[config.mk]
export PLATFORM = sky130hd
export DESIGN_NAME = config_serializer
export DESIGN_NICKNAME = d
export VERILOG_FILES = /design/src/rtl/cfg_pkg.sv /design/src/rtl/cfg_shift_tick.sv /design/src/rtl/config_serializer.sv
export SDC_FILE = /design/constraint.sdc
export NUM_CORES = 1
export LEC_CHECK = 0
export CORE_ASPECT_RATIO = 1.1
export CORE_MARGIN = 2
export CORE_UTILIZATION = 45
export DETAILED_ROUTE_END_ITERATION = 7
export PLACE_DENSITY_LB_ADDON = 0.2
export SKIP_LAST_GASP = 1
export SLEW_MARGIN = 20
export SYNTH_ARGS = -nofsm -noshare
export SYNTH_HDL_FRONTEND = slang
export SYNTH_HIERARCHICAL = 1
export SYNTH_SLANG_ARGS = --single-unit
[constraint.sdc]
create_clock -name clk -period 3.1 [get_ports clk]
set_input_delay 0.62 -clock clk [delete_from_list [all_inputs] [get_ports clk]]
set_output_delay 0.62 -clock clk [all_outputs]
set_load 0.02 [all_outputs]
[src/rtl/cfg_pkg.sv]
// Shared types and constants for the configuration-chain serializer.
// The CRC constants and step function are used only when
// CONFIG_SERIALIZER_CRC_EN is defined.
package cfg_pkg;

  localparam int WORD_W_DEF = 32;
  localparam int CNT_W_DEF  = 20;

  localparam logic [15:0] CRC_POLY = 16'h1021;
  localparam logic [15:0] CRC_INIT = 16'hFFFF;

  typedef enum logic [1:0] {
    IDLE  = 2'd0,
    LOAD  = 2'd1,
    SHIFT = 2'd2,
    DONE  = 2'd3
  } state_e;

  // One bit of CRC-16-CCITT, MSB-first register.
  function automatic logic [15:0] crc16_step(input logic [15:0] crc, input logic bit_in);
    logic fb;
    fb = crc[15] ^ bit_in;
    return {crc[14:0], 1'b0} ^ (fb ? CRC_POLY : 16'h0000);
  endfunction

endpackage

[src/rtl/cfg_shift_tick.sv]
// Bit-rate prescaler: while enabled, emits a single-cycle tick every
// SHIFT_DIV clocks, the first one SHIFT_DIV-1 cycles after enable rises.
module cfg_shift_tick #(
  parameter int SHIFT_DIV = 1
) (
  input  logic clk,
  input  logic rst,
  input  logic enable,
  output logic tick
);

  localparam int                DIV_W    = (SHIFT_DIV > 1) ? $clog2(SHIFT_DIV) : 1;
  localparam logic [DIV_W-1:0]  DIV_LAST = DIV_W'(SHIFT_DIV - 1);

  logic [DIV_W-1:0] div_cnt;

  // Divider counter: held at zero while disabled so every enable window starts fresh.
  always_ff @(posedge clk or negedge rst) begin
    if (!rst) begin
      div_cnt <= '0;
    end else if (!enable) begin
      div_cnt <= '0;
    end else begin
      div_cnt <= (div_cnt == DIV_LAST) ? '0 : div_cnt + DIV_W'(1);
    end
  end

  assign tick = enable && (div_cnt == DIV_LAST);

endmodule

[src/rtl/config_serializer.sv]
// Host-side transmitter for the fabric configuration scan chain.
// Takes parallel words over valid/ready, shifts them LSB-first on config_out
// with one config_en strobe per bit until num_bits bits have gone out.
// Optional: define CONFIG_SERIALIZER_CRC_EN to add a CRC-16-CCITT output
// covering every shifted bit.
module config_serializer
  import cfg_pkg::*;
#(
  parameter int WORD_W    = WORD_W_DEF,
  parameter int CNT_W     = CNT_W_DEF,
  parameter int SHIFT_DIV = 1
) (
  input  logic              clk,
  input  logic              rst,
  input  logic              start,
  input  logic [CNT_W-1:0]  num_bits,
  input  logic              abort,
  input  logic [WORD_W-1:0] word_data,
  input  logic              word_valid,
  output logic              word_ready,
  output logic              config_out,
  output logic              config_en,
  output logic              busy,
  output logic              done
`ifdef CONFIG_SERIALIZER_CRC_EN
  ,
  output logic [15:0]       crc
`endif
);

  localparam int               IDX_W    = (WORD_W > 1) ? $clog2(WORD_W) : 1;
  localparam logic [IDX_W-1:0] IDX_LAST = IDX_W'(WORD_W - 1);

  state_e            state, state_nxt;
  logic [CNT_W-1:0]  remaining;
  logic [IDX_W-1:0]  bit_idx;
  logic [WORD_W-1:0] shreg;
  logic              out_q;
  logic              tick;
  logic              start_ok;
  logic              accept;
  logic              shift_fire;

  cfg_shift_tick #(.SHIFT_DIV(SHIFT_DIV)) u_tick (
    .clk    (clk),
    .rst    (rst),
    .enable (state == SHIFT),
    .tick   (tick)
  );

  assign start_ok   = (state == IDLE) && start && !abort;
  assign accept     = word_valid && word_ready;
  assign shift_fire = tick && !abort;

  // State register.
  // NOTE: sequential state uses non-blocking (<=) so every flop samples pre-edge values.
  always_ff @(posedge clk or negedge rst) begin
    if (!rst) state <= IDLE;
    else      state <= state_nxt;
  end

  // Next-state logic; abort overrides everything except reset.
  always_comb begin
    // NOTE: default first so no path leaves state_nxt unassigned (no latch).
    state_nxt = state;
    case (state)
      IDLE:  if (start_ok) state_nxt = (num_bits != '0) ? LOAD : DONE;
      LOAD:  if (abort) state_nxt = IDLE;
             else if (word_valid) state_nxt = SHIFT;
      SHIFT: if (abort) state_nxt = IDLE;
             else if (tick) begin
               if (remaining == CNT_W'(1))  state_nxt = DONE;
               else if (bit_idx == IDX_LAST) state_nxt = LOAD;
             end
      DONE:  state_nxt = IDLE;
      default: state_nxt = IDLE;
    endcase
  end

  // Output decode; config_out shows the new bit on its tick and holds otherwise.
  always_comb begin
    word_ready = 1'b0;
    config_en  = 1'b0;
    config_out = out_q;
    busy       = (state != IDLE);
    done       = 1'b0;
    case (state)
      LOAD:  word_ready = !abort;
      SHIFT: if (shift_fire) begin
               config_en  = 1'b1;
               config_out = shreg[0];
             end
      DONE:  done = !abort;
      default: ;
    endcase
  end

  // Datapath: bit budget, word shift register and bit position.
  // NOTE: shreg is an ordinary register (not a memory array), so it is reset with the rest.
  always_ff @(posedge clk or negedge rst) begin
    if (!rst) begin
      remaining <= '0;
      bit_idx   <= '0;
      shreg     <= '0;
      out_q     <= 1'b0;
    end else begin
      if (start_ok) remaining <= num_bits;
      if (accept) begin
        shreg   <= word_data;
        bit_idx <= '0;
      end else if (shift_fire) begin
        shreg     <= shreg >> 1;
        bit_idx   <= bit_idx + IDX_W'(1);
        remaining <= remaining - CNT_W'(1);
        out_q     <= shreg[0];
      end
    end
  end

`ifdef CONFIG_SERIALIZER_CRC_EN
  // Running CRC over shifted bits; restarts on an accepted start, holds otherwise.
  always_ff @(posedge clk or negedge rst) begin
    if (!rst)            crc <= CRC_INIT;
    else if (start_ok)   crc <= CRC_INIT;
    else if (shift_fire) crc <= crc16_step(crc, shreg[0]);
  end
`endif

endmodule

==> results.yml, run 1 <==
run_status:
  status: "finished, final reports clean"
floorplanning:
  core_area_um2: 7087
  die-area_um2: 8107
  io_pins: 62
  die_w_um: 86.03
  initial_core_util_pct: 47.00
  row_count: 32
  die-height_um: 94.23
clocking:
  cts_buffers: 9
  path_clk_slew_ps: 70
  cts_setup_buffers: 0
  cts-resized-gates: 0
  clk_path_buf_depth: 2
  cts-hold-fix-buffers: 0
  cts.sinks: 60
  clk_latency_ps: 350
  cts_tree: "done"
  htree_levels: 3
  root_buffer: "clkbuf_8"
worst_setup_path:
  worstSetupEndpointType: "output pin"
  cp_max_fo: 7
  arrival_ps: 2270
  cp-start-kind: "register"
  crit_required_ps: 2480
  worstSetupPathType: "reg -> out"
finish:
  design_area_um2: 4238
  drive_gt1_share_pct: 8.831
  n_antenna_cell: 0
  nets: 476
  syn2layout_area_growth_pct: 27.24
placement:
  dp_hpwl_um: 5849
  placed_area_um2: 4014
  place.gp.congestion: 0.9180
  io_buffers: 61
yosys:
  yosysWarnings: 6
  synth_async_sr_flop_share_pct: 100.0
  syn_avg_cell_area_um2: 9.409
  ys_seq_area_share_pct: 45.08
  synth_area_um2: 3331
  ys_ff_latch: 60
  synth_edf_count: 0
  synth_ff_type: "dfrtp_1"
  yosysUniqueCellTypes: 53
  synth_nets: 415
  syn_inst: 354
power:
  power_density_nw_per_um2: 649.5
  leakage_nw: 1.915
  vdd_drop_max_v: 0.0003661
global_routing:
  grt_pass1_wl_um: 14120
  antenna_found_initial: 0
  grt_max_degree: 70
  grt_overflow: 0
  grt_usage_pct: 22.70
  grt_pass1_vias: 3097
sta:
  fin_skew_ps: 6.574
  period_share_pct: 93.11
  rsz0062_at_grt: "false"
  worst_slew_pin_slew_ps: 1076
  drv_slew: 0
  clock.fmax_mhz: 346.4
  slew_headroom_pct: 27.97
  report.final.setup_viol: 0
  finalHoldViolations: 0
  tns_ps: 0
  period_minus_slack_ps: 2886
routing:
  drt_iter0_drc: 145
  antenna_left: 0
  wl_per_cell_um: 16.45
  drcViolationCount: 0
  via_per_inst: 5.871
  vias: 2959
  firstDrtPassIters: 4
  drt_wl_total_um: 8293
min_path:
  hold_path_class: "in -> async"
run:
  drv_cap: 0
registers in the layout, indices dropped and copies added, names as in the netlist:
signal,count
shreg,32
remaining,20
bit_idx,5
state,2
out_q,1
stage by stage:
stage	power, W	utilization (%)	hold slack [ps]	setup slack (ps)	std cells
after floorplan	0.001701	-	324.4	490.4	354
after global placement	0.001932	56.64	495.9	242.2	489
after detailed placement	0.001964	56.64	511.2	231.7	489
after CTS	0.002776	59.80	281.6	196.7	504
after global routing	0.002950	59.80	295.9	71.27	504
final	0.002752	59.80	276.6	213.5	504
critical path, cell delays in order (launching register included):
cell and delay [ps]:
dfrtp_1 450, inv_1 150, nand2_1 100, inv_1 130, nand2b_2 70, nor2_1 150
mux2_2 350, clkdlybuf4s50_1 530
Yosys cell counts (all sizes together), types with 5 or more instances:
cell type   n  area [um2]
dfrtp      60        1501
nand2      56       210.2
o21ai      42       214.0
mux2i      34       340.3
nor2       18       67.56
nor3       14       70.07
buf        13       88.83
a21oi       9       56.31
inv         9       33.78
clkbuf      8       31.28
nor4        8       65.06
nand3       7       35.03
nand4       7       43.79
a211oi      6       45.04
or3         5       31.28
logic make-up (layout without fill, tap and decap cells):
group	Yosys count	in the layout	synth area share (%)
buf+inv	30	95	4.620
flops	60	60	45.08
fa+ha+maj	4	4	1.503
compound gates	87	87	17.02
mux	35	35	10.56
simple gates	135	135	20.44
xor+xnor	3	3	0.7890
where the power goes:
group | internal [W] | total (W) | leakage, nW | switching, W
Combinational | 0.000333 | 0.000652 | 1.05 | 0.000318
Clock | 0.000490 | 0.000802 | 0.111 | 0.000311
Sequential | 0.00107 | 0.00130 | 0.751 | 0.000225
Total | 0.00190 | 0.00275 | 1.92 | 0.000855
cell type report:
class                   count  area (um2)
clock buffers              11       151.4
flip-flops and latches     60        1501
fillers                   631        2849
multi-input cells         264        1679
repair buffers             71       693.2
clock inverters             4       72.57
well taps                  85       106.4
inverters                   9       33.78
final timing paths:
check | endpoint | cells past startpoint | slack (ps) | from
worst min register to register | out_q$_DFFE_PN0N_ | 2 | 510 | out_q$_DFFE_PN0N_
worst max-delay path | config_out | 7 | 210 | state[0]$_DFFE_PN0P_
max in group asynchronous | remaining[17]$_DFF_PN0_ | 2 | 2060 | rst
worst max register to register | remaining[12]$_DFF_PN0_ | 8 | 630 | state[0]$_DFFE_PN0P_
min in group clk | out_q$_DFFE_PN0N_ | 2 | 510 | out_q$_DFFE_PN0N_
worst min-delay path | shreg[28]$_DFFE_PN0P_ | 1 | 280 | rst
per-layer routing:
metal  vias to the layer above  track usage, %  wire length, um
li1                       1426               -                -
met1                      1389           25.10             3389
met2                       109           37.53             4047
met3                        35           6.678              455
met4                         0           15.08              401
met5                         -               0                0
layout by cell type, fill, tap and decap left out, types with 5 or more instances in the layout:
master / n
a211oi_1: 6
a21oi_1: 8
buf_4: 9
clkbuf_8: 11
clkdlybuf4s50_1: 60
dfrtp_1: 60
inv_1: 9
mux2i_1: 34
nand2_1: 56
nand3_1: 7
nand4_1: 7
nor2_1: 18
nor3_1: 14
nor4_1: 7
o21ai_0: 40
or3_1: 5
(Power assumes the default switching activity.)
==> run 2, diff against run 1 <==
--- a/config.mk
+++ b/config.mk
@@ -6,9 +6,9 @@
 export NUM_CORES = 1
 export LEC_CHECK = 0
 export CORE_ASPECT_RATIO = 1.1
-export CORE_MARGIN = 2
 export CORE_UTILIZATION = 45
 export DETAILED_ROUTE_END_ITERATION = 7
+export HOLD_SLACK_MARGIN = 0.03
 export PLACE_DENSITY_LB_ADDON = 0.2
 export SKIP_LAST_GASP = 1
 export SLEW_MARGIN = 20
==> results.yml, run 2 (synthesized netlist as in run 1, its figures left out) <==
clocking:
  htree_levels: 3
  cts-resized-gates: 0
  root_buffer: "clkbuf_8"
  cts_buffers: 9
  path_clk_slew_ps: 70
  cts_tree: "done"
  cts-hold-fix-buffers: 0
  cts.sinks: 60
  clk_latency_ps: 340
  clk_path_buf_depth: 2
  cts_setup_buffers: 0
finish:
  nets: 475
  top_register: "shreg"
  largestRegisters: "shreg (32), remaining (20), bit_idx (5)"
  fillCellCount: 648
  drive_gt1_share_pct: 8.831
  design_area_um2: 4207
  most-common-layout-cells: "dfrtp_1, clkdlybuf4s50_1, nand2_1"
  syn2layout_area_growth_pct: 26.30
  n_antenna_cell: 0
  largest_reg_flops: 32
sta:
  slew_headroom_pct: 38.71
  period_share_pct: 94.76
  drv_slew: 0
  tns_ps: 0
  rsz0062_at_grt: "false"
  finalHoldViolations: 0
  report.final.setup_viol: 0
  period_minus_slack_ps: 2938
  clock.fmax_mhz: 340.4
  fin_skew_ps: 8.924
  setup_ws_ps: 162.5
  worst_slew_pin_slew_ps: 919.4
power:
  vdd_drop_max_v: 0.0004622
  p_clk_share_pct: 27.0
  internal_power_w: 0.001781
  power_density_nw_per_um2: 630.8
  pwr-share-seq_pct: 48.7
  switching_share_pct: 32.89
  switchingPower_w: 0.0008727
  leakage_nw: 1.897
  combPwrFrac_pct: 24.3
global_routing:
  grt_usage_pct: 21.76
  grt_overflow: 0
  grt_pass1_wl_um: 13170
  grt_pass1_vias: 2808
  antenna_found_initial: 0
  grt_max_degree: 70
floorplanning:
  row_count: 32
  die-height_um: 92.23
  core_area_um2: 7087
  initial_core_util_pct: 47.00
  io_pins: 62
  die_w_um: 84.03
  die-area_um2: 7750
routing:
  drcViolationCount: 6
  wl_per_cell_um: 15.38
  firstDrtPassIters: 7
  drt_iter0_drc: 154
  antenna_left: 0
  vias: 2880
  via_per_inst: 5.714
  drt_wl_total_um: 7749
worst_setup_path:
  worstSetupPathType: "reg -> out"
  arrival_ps: 2320
  cp-start-kind: "register"
  cp_max_fo: 7
  r2r_cells: 9
  worstSetupEndpointType: "output pin"
  crit_required_ps: 2480
run_status:
  violations: "design-rule violations"
  status: "finished, violations left"
placement:
  io_buffers: 61
  dp_slack_ps: 196.3
  place.gp.congestion: 0.9253
  dp_hpwl_um: 5361
  placed_area_um2: 4006
min_path:
  hold_path_class: "in -> async"
run:
  drv_cap: 0
run 2: changes by cell type in the layout (fill, tap and decap cells not counted), sizes merged:
cell / delta
clkbuf: -2
inv: +1
clkinvlp: +1
clkinv: +2
bufinv: -1
buf: -1
run 2: cell type report:
cell class / instances / area, um2 / area share, %
clock inverters: 7 / 76.32 / 1.814
well taps: 85 / 106.4 / 2.528
multi-input cells: 264 / 1679 / 39.92
inverters: 9 / 33.78 / 0.8031
clock buffers: 9 / 123.9 / 2.945
flip-flops and latches: 60 / 1501 / 35.69
repair buffers: 70 / 685.7 / 16.30
run 2: path summary, 6_finish.rpt:
kind | startpoint | to | slack [ps]
hold / removal | rst | remaining[5]$_DFF_PN0_ | 410
min in group clk | out_q$_DFFE_PN0N_ | out_q$_DFFE_PN0N_ | 510
setup / recovery | state[0]$_DFFE_PN0P_ | config_out | 160
hold reg to reg | out_q$_DFFE_PN0N_ | out_q$_DFFE_PN0N_ | 510
setup reg to reg | state[0]$_DFFE_PN0P_ | remaining[8]$_DFF_PN0_ | 810
max in group asynchronous | rst | shreg[16]$_DFFE_PN0P_ | 2000
run 2: metrics by stage:
step	util [%]	total power, W	hold slack (ps)	instances
finish	59.36	0.002653	414.5	504
global route	59.36	0.002837	483.2	504
CTS	59.36	0.002668	447.1	504
detailed placement	56.53	0.001950	496.3	488
global placement	56.53	0.001926	489.5	488
floorplan	-	0.001701	324.4	354
run 2: critical path, stage by stage (launching register included):
cell             delay (ps)
dfrtp_1                 450
inv_1                   150
nand2_1                 100
inv_1                   140
nand2b_2                 70
nor2_1                  170
mux2_2                  360
clkdlybuf4s50_1         530
run 2: power groups by stage:
| stage | logic (W) | registers, W | clock network (W) |
|---|---|---|---|
| after detailed placement | 0.000648 | 0.00130 | 0 |
| after CTS | 0.000650 | 0.00129 | 0.000728 |
| after global routing | 0.000729 | 0.00134 | 0.000768 |
| after floorplan | 0.000459 | 0.00124 | 0 |
| final | 0.000644 | 0.00129 | 0.000716 |
| after global placement | 0.000633 | 0.00129 | 0 |
run 2: layer usage:
layer  routed length (um)  GRT usage, %  vias up
li1                     -             -     1424
met1                 3356         25.81     1353
met2                 3862         36.75       83
met3                  387         6.841       20
met4                  142         8.477        0
met5                    0             0        -
==> run 3, diff against run 2 <==
--- a/config.mk
+++ b/config.mk
@@ -8,6 +8,7 @@
 export CORE_ASPECT_RATIO = 1.1
 export CORE_UTILIZATION = 45
 export DETAILED_ROUTE_END_ITERATION = 7
+export GPL_TIMING_DRIVEN = 0
 export HOLD_SLACK_MARGIN = 0.03
 export PLACE_DENSITY_LB_ADDON = 0.2
 export SKIP_LAST_GASP = 1
==> results.yml, run 3 (synthesized netlist as in run 1, its figures left out) <==
power:
  vdd_drop_max_v: 0.0003215
  power_density_nw_per_um2: 605.8
  design_power_total_w: 0.002551
  leakage_nw: 1.912
run_status:
  violations: "design-rule violations"
  status: "finished, violations left"
finish:
  top_register: "shreg"
  n_antenna_cell: 0
  utilization_pct: 59.43
  nets: 486
  final_common_cell: "dfrtp_1"
  largestRegisters: "shreg (32), remaining (20), bit_idx (5)"
  final_cells: 514
  syn2layout_area_growth_pct: 26.45
  most-common-layout-cells: "dfrtp_1, clkdlybuf4s50_1, nand2_1"
  largest_reg_flops: 32
  drive_gt1_share_pct: 9.324
  fillCellCount: 640
clocking:
  cts_setup_buffers: 0
  cts.sinks: 60
  clk_path_buf_depth: 2
  clk_latency_ps: 350
  htree_levels: 3
  path_clk_slew_ps: 70
  cts_buffers: 9
  cts_tree: "done"
  root_buffer: "clkbuf_8"
worst_setup_path:
  worstSetupEndpointType: "output pin"
  cp_cell_sequence: "inv_2, nand2_1, inv_1, buf_4, nand2b_1, clkbuf_4, nor2_2, mux2_2, dlygate4sd2_1"
  cpLargestDelayFamily: "buffers and inverters"
  worstSetupPathType: "reg -> out"
  cp_slowest_cell: "dfrtp_1"
  cp_num_buf_inv: 5
  max_stage_delay_ps: 450
  cp-start-kind: "register"
  crit_cells: 9
  cp_max_fo: 15
  crit_required_ps: 2480
  r2r_cells: 10
  arrival_ps: 2310
global_routing:
  grt_max_degree: 43
  grt_overflow: 0
  grt_pass1_wl_um: 13860
  grt_pass1_vias: 2918
  grt_usage_pct: 23.09
  antenna_found_initial: 0
routing:
  wl_per_cell_um: 15.90
  drt_iter0_drc: 180
  drcViolationCount: 6
  vias: 2968
  drt_wl_total_um: 8171
  via_per_inst: 5.774
  antenna_left: 0
  firstDrtPassIters: 7
run:
  drv_cap: 0
sta:
  fin_skew_ps: 7.572
  period_share_pct: 94.63
  rsz0062_at_grt: "false"
  slew_headroom_pct: 55.82
  clock.fmax_mhz: 340.9
  drv_slew: 0
  period_minus_slack_ps: 2933
  worst_slew_pin_slew_ps: 658.2
  finalHoldViolations: 0
  tns_ps: 0
  setup_ws_ps: 166.5
  report.final.setup_viol: 0
floorplanning:
  core_area_um2: 7087
  die-height_um: 92.23
  io_pins: 62
  die_w_um: 84.03
  die-area_um2: 7750
  initial_core_util_pct: 47.00
  row_count: 32
min_path:
  hold_path_class: "in -> async"
placement:
  dp_slack_ps: 87.59
  dp_hpwl_um: 5975
  dp.cells: 500
  place.gp.congestion: 0.9007
  io_buffers: 60
==> run 3: cell types whose count changed in the layout (fill, tap and decap cells not counted), moves of 2 or more <==
cell / before / now
clkbuf_1: 0 / 8
buf_2: 1 / 7
buf_4: 8 / 3
buf_6: 0 / 3
clkdlybuf4s50_1: 60 / 58
clkinv_2: 1 / 3
clkinv_4: 2 / 0
==> run 3: layout make-up <==
class | count | area [um2] | share of cell area (%)
Timing Repair Buffer | 61 | 616.8 | 14.65
Tap cell | 85 | 106.4 | 2.525
Multi-Input combinational cell | 264 | 1678 | 39.84
Sequential cell | 60 | 1501 | 35.65
Clock buffer | 10 | 127.6 | 3.030
Inverter | 9 | 33.78 | 0.8021
Clock inverter | 5 | 30.03 | 0.7130
Buffer | 20 | 117.6 | 2.793
==> run 3: through the flow <==
step                instance area, um2  hold WS (ps)
floorplan                         3331         324.4
global placement                  4038         460.1
detailed placement                4055         464.0
CTS                               4209         144.6
global route                      4212         157.5
finish                            4212         143.3
==> run 3: where the power goes <==
part	internal, W	total (W)	switching (W)
logic	0.000336	0.000662	0.000327
registers	0.00107	0.00129	0.000217
clock network	0.000281	0.000598	0.000317
total	0.00169	0.00255	0.000861
==> run 3: final timing paths <==
check | startpoint | endpoint | slack (ps)
max in group asynchronous | rst | remaining[18]$_DFF_PN0_ | 2450
worst max-delay path | state[0]$_DFFE_PN0P_ | config_out | 170
worst min register to register | out_q$_DFFE_PN0N_ | out_q$_DFFE_PN0N_ | 480
worst min-delay path | rst | bit_idx[0]$_DFFE_PN0P_ | 140
worst max register to register | state[0]$_DFFE_PN0P_ | remaining[15]$_DFF_PN0_ | 800
min in group clk | out_q$_DFFE_PN0N_ | out_q$_DFFE_PN0N_ | 480
==> run 3: repair_timing <==
item / in CTS / in global routing
setup endpoints to repair: 2 / 2
gates resized for setup: 2 / 3
pin swaps: 0 / 0
hold buffers: 0 / 0
==> run 3: layer usage <==
metal / up-vias / wire length (um) / global-route usage, %
met5: - / 0 / 0
met4: 0 / 155 / 10.20
met3: 12 / 455 / 4.140
met2: 105 / 4002 / 39.41
met1: 1407 / 3557 / 28.55
li1: 1444 / - / -
==> run 3: worst reg2reg max path, stage by stage, from the launching register on <==
cell and delay, ps:
dfrtp_1 450, inv_2 110, nand2_1 100, inv_1 70
buf_4 100, nand2b_1 50, clkbuf_4 230, nor2_1 420
buf_2 330, o22ai_1 110, a31o_2 220
